--- src/rtl/edge_detector_pkg.sv ---
// Shared types and constants for the edge detector slice.
// Debounce filter is built only when EDGE_DEBOUNCE_EN is defined.
package edge_detector_pkg;

    typedef enum logic [1:0] {
        S_LOW  = 2'b00,
        S_RISE = 2'b01,
        S_HIGH = 2'b10,
        S_FALL = 2'b11
    } state_e;

    // 10 ms of stability at 50 MHz
    localparam int unsigned DEBOUNCE_50MHZ = 500_000;

endpackage

--- src/rtl/edge_detector_sync_debounce.sv ---
// Synchronizer for one asynchronous level, plus optional stability filter.
// Filter is built only when EDGE_DEBOUNCE_EN is defined.
module edge_detector_sync_debounce
    import edge_detector_pkg::*;
#(
    parameter int unsigned SYNC_STAGES     = 2,
    parameter int unsigned DEBOUNCE_CYCLES = DEBOUNCE_50MHZ
) (
    input  logic clk_50MHz,
    input  logic reset,
    input  logic sig_in,
    output logic level
);

    logic [SYNC_STAGES-1:0] sync_q;
    logic                   s_sync;

    always_ff @(posedge clk_50MHz or posedge reset) begin
        if (reset) begin
            sync_q <= '0;
        end else begin
            sync_q <= {sync_q[SYNC_STAGES-2:0], sig_in};
        end
    end

    assign s_sync = sync_q[SYNC_STAGES-1];

`ifdef EDGE_DEBOUNCE_EN
    localparam int unsigned CW = $clog2(DEBOUNCE_CYCLES + 1);
    localparam logic [CW-1:0] LAST = CW'(DEBOUNCE_CYCLES - 1);

    logic          level_q;
    logic          level_d;
    logic [CW-1:0] cnt_q;
    logic [CW-1:0] cnt_d;

    // Level follows s_sync only after DEBOUNCE_CYCLES consecutive mismatches
    always_comb begin
        level_d = level_q;
        cnt_d   = '0;
        if (s_sync != level_q) begin
            if (cnt_q == LAST) begin
                level_d = s_sync;
            end else begin
                cnt_d = cnt_q + 1'b1;
            end
        end
    end

    always_ff @(posedge clk_50MHz or posedge reset) begin
        if (reset) begin
            level_q <= 1'b0;
            cnt_q   <= '0;
        end else begin
            level_q <= level_d;
            cnt_q   <= cnt_d;
        end
    end

    assign level = level_q;
`else
    // Undebounced: the last synchronizer flop is the level register
    if (DEBOUNCE_CYCLES == 0) begin : g_no_filter
    end

    assign level = s_sync;
`endif

endmodule

--- src/rtl/edge_detector.sv ---
// Synchronized level edge detector: Moore FSM pulses and rising-edge count.
// Define EDGE_DEBOUNCE_EN to insert the debounce filter before the FSM.
module edge_detector
    import edge_detector_pkg::*;
#(
    parameter int unsigned SYNC_STAGES     = 2,
    parameter int unsigned DEBOUNCE_CYCLES = DEBOUNCE_50MHZ,
    parameter int unsigned CNT_W           = 8
) (
    input  logic             clk_50MHz,
    input  logic             reset,
    input  logic             sig_in,
    input  logic             count_clr,
    output logic             level,
    output logic             rise_pulse,
    output logic             fall_pulse,
    output logic [CNT_W-1:0] edge_count
);

    state_e           state_q;
    state_e           state_d;
    logic [CNT_W-1:0] cnt_q;
    logic [CNT_W-1:0] cnt_d;
    logic             lvl;

    edge_detector_sync_debounce #(
        .SYNC_STAGES    (SYNC_STAGES),
        .DEBOUNCE_CYCLES(DEBOUNCE_CYCLES)
    ) u_sync (
        .clk_50MHz(clk_50MHz),
        .reset    (reset),
        .sig_in   (sig_in),
        .level    (lvl)
    );

    always_comb begin
        state_d = state_q;
        unique case (state_q)
            S_LOW:  state_d = lvl ? S_RISE : S_LOW;
            S_RISE: state_d = lvl ? S_HIGH : S_FALL;
            S_HIGH: state_d = lvl ? S_HIGH : S_FALL;
            S_FALL: state_d = lvl ? S_RISE : S_LOW;
            default: state_d = S_LOW;
        endcase
    end

    assign rise_pulse = (state_q == S_RISE);
    assign fall_pulse = (state_q == S_FALL);

    // A clear coinciding with a rise keeps that rise
    always_comb begin
        cnt_d = cnt_q;
        if (count_clr) begin
            cnt_d = CNT_W'(rise_pulse);
        end else if (rise_pulse) begin
            cnt_d = cnt_q + 1'b1;
        end
    end

    always_ff @(posedge clk_50MHz or posedge reset) begin
        if (reset) begin
            state_q <= S_LOW;
            cnt_q   <= '0;
        end else begin
            state_q <= state_d;
            cnt_q   <= cnt_d;
        end
    end

    assign level      = lvl;
    assign edge_count = cnt_q;

endmodule

--- config.mk ---
export PLATFORM = sky130hd
export DESIGN_NAME = edge_detector
export DESIGN_NICKNAME = d
export VERILOG_FILES = /design/src/rtl/edge_detector_pkg.sv /design/src/rtl/edge_detector_sync_debounce.sv /design/src/rtl/edge_detector.sv
export SDC_FILE = /design/constraint.sdc
export NUM_CORES = 1
export LEC_CHECK = 0
export CAP_MARGIN = 20
export CELL_PAD_IN_SITES_DETAIL_PLACEMENT = 0
export CELL_PAD_IN_SITES_GLOBAL_PLACEMENT = 1
export CORE_MARGIN = 1
export CORE_UTILIZATION = 36
export CTS_BUF_LIST = sky130_fd_sc_hd__clkbuf_8
export DETAILED_ROUTE_END_ITERATION = 16
export PLACE_DENSITY_LB_ADDON = 0.1
export SETUP_SLACK_MARGIN = 0.2
export SLEW_MARGIN = 20
export SYNTH_ARGS = -nofsm -noshare
export SYNTH_HDL_FRONTEND = slang
export SYNTH_HIERARCHICAL = 1
export SYNTH_SLANG_ARGS = --single-unit
--- constraint.sdc ---
create_clock -name clk_50MHz -period 1.78 [get_ports clk_50MHz]
set_input_delay 0.356 -clock clk_50MHz [delete_from_list [all_inputs] [get_ports clk_50MHz]]
set_output_delay 0.356 -clock clk_50MHz [all_outputs]
set_load 0.1 [all_outputs]
==> reports/results.ini <==
[timing]
setup_viol=0
worst_pin_slew_ns=0.365
final_period_minus_worst_setup_slack_ns=1.43
relSlewSlack=0.756
layout_setup_ws_ns=0.349
timing.hold.ws_ns=0.294
timing.final.crit_share=0.804
max_freq_mhz=699
timing_max_transition_violations_final=0
grt_setup_unrepaired=no
skew_ns=0.00569
report.final.hold_viol_count=0
setup_tns_ns=0

[critical_path]
slowest_library_cell_on_the_worst_path=dfrtp_1
rr_startpoint=state_q[1]
critical_path.max_fanout=8
regToRegSetupSlack_ns=0.44
worstSetupStartpoint=state_q[1]
reg2reg_depth=5
worstPathRequired_ns=1.42
worst-endpoint-arrival_ns=1.08
worstPathCellList=inv_2, ha_4, buf_12
crit_path_kind=flip-flop to output pin
worst_path_largest_cell_delay_ns=0.39
end_kind=output pin
setup.worst_path.start_class=flip-flop

[power_and_ir_drop]
combPwrFrac=0.516
power_switching_uw=610
power.density_nw_per_um2=1630
clock_power_share=0.206
seq_power_share=0.279
total_power_mw=1.41
cell_internal_pwr_uw=799
vdd.ir_drop.worst_v=0.00120
power.share.switching=0.433
power.static_leakage_nw=0.370

[floorplan]
floorplan.die_area_um2=1640
die_w_um=40.5
initial_core_util=0.400
pin_count=15
core.rowCount=13
core_um2=1330
floorplan.die.height_um=40.5

[routing]
routed_via_density=5.04
initialDrtViolationCount=3
remaining_drc_errors=0
wl_per_cell_um=11.8
vias=398
detail-route-antenna-nets=0
detail_route.wirelength_um=935
drt_pre_antenna_iters=4

[grt]
first_global_vias=358
grt_overflow_total=0
grtUsageMet2=0.222
met1_track_usage_gr=0.211
grt_pass1_wl_um=1540
maximum_number_of_pins_on_one_net_before_global_route_repair=11
groute.usage.overall=0.149
antenna_violations_before_repair=0
grt_use_met3=0.0333
top_usage_layer=met2

[cts]
cts_num_sinks=12
cts-resized-gates=0
clockBufferDepth=2
cts_inserted_buffers=3
worstSkewPairLatency_ns=0.24
post-cts-setup-buffers=0
cts_hold_repair.buffers=0
cts_htree_levels=1
clkSlewWorstSetupHoldPaths_ns=0.05
cts_root_buffer=clkbuf_8
cts_tree=built

[place]
port_buffers=14
post-place-ws_ns=0.395
place_congestion=0.759
dp.cells=75
place_area_um2=812
place_hpwl_um=691

[synth]
yosys_warnings=6
synth_top_area_cell=dfrtp_1
xor_xnor_cell_area_share_of_the_yosys_netlist=0.0822
synthCells=48
mappedNetlistArea_um2=533
synth-adder-area-share=0.0704
postSynthNetCount=55
synth.ff_latch_count=12
largest_family_of_logic_cells_by_synthesized_area=simple AND/OR/NAND/NOR gates
synth.top_cell.area_share=0.563
synth_cell_type_count=17
synth-compound-area-share=0.0563
synth-seq-area-share=0.563
synth_area_per_cell_um2=11.1
synth_simple_gate_area_frac=0.160
multiplexer_share_of_the_synthesized_area=0.0188
synth_area_leaders=dfrtp_1, ha_1, xor2_1

[cells_and_area]
areaGrowthSynthToFinish_pct=62.7
final_layout_size_suffix_gt1_frac=0.391
mostFrequentLayoutCells=buf_12, dfrtp_2, dfrtp_1, nor2_1, clkbuf_8
mostFrequentLayoutCell=buf_12
multiInputGateArea_um2=219
final.fill_count=104
seqCellArea_um2=309
finalNetCount=72
final_cells=79
antenna_cells=0
final_cell_area_um2=867
final_core_util=0.650

[run]
cap_violations=0

[status]
outcome=finished clean

[hold_path]
worstHoldPathType=input port to async pin

-- per-layer routing --
metal	vias up	wire length, um
met4	0	0
met5	-	0
li1	193	-
met2	14	422
met3	0	43
met1	191	469
-- cells by family after synthesis --
group | Yosys count
AO/OA/AOI/OAI | 6
XOR/XNOR | 5
adder cells (fa/ha/maj) | 3
buffers and inverters | 6
flip-flops | 12
multiplexers | 1
AND/OR/NAND/NOR | 15
-- worst max-delay path, delay by kind of cell, from the launching register on --
family | cells | cell delay (ns)
buf+inv | 2 | 0.26
fa+ha+maj | 1 | 0.19
flops | 1 | 0.39
-- final timing paths --
| check | endpoint |
|---|---|
| worst min-delay path | u_sync/sync_q[0] |
| worst min register to register | u_sync/sync_q[1] |
| min in group clk_50MHz | u_sync/sync_q[1] |
| max in group asynchronous | edge_count[5] |
| worst max register to register | edge_count[6] |
| worst max-delay path | rise_pulse |
-- layout make-up --
cell class / count / area share
clock buffers: 4 / 0.0635
inverters: 4 / 0.0173
multi-input cells: 30 / 0.253
flip-flops and latches: 12 / 0.356
well taps: 15 / 0.0216
repair buffers: 14 / 0.289
-- synthesized netlist by cell type --
master and count:
o21ai_0 3, xnor2_1 2, mux2i_1 1, nand4_2 1, nand4_1 3, buf_4 1, nand3_1 2, nand2_1 1
a21oi_1 3, or3_1 3, nor2_1 4, xor2_1 3, ha_1 3, dfrtp_1 12, inv_1 4, nand2b_1 1
clkbuf_1 1
-- sequential cells by signal, indices dropped and copies added (netlist names) --
| name | flops |
|---|---|
| state_q | 2 |
| u_sync/sync_q | 2 |
| edge_count | 8 |
-- power groups by stage --
stage                     logic [mW]  clock network [mW]  registers (mW)
after CTS                      0.732               0.290           0.393
after global routing           0.767               0.305           0.398
after global placement         0.727                   0           0.395
after detailed placement       0.729                   0           0.395
final                          0.727               0.290           0.393
after floorplan                0.391                   0           0.520
(Power assumes the default switching activity.)
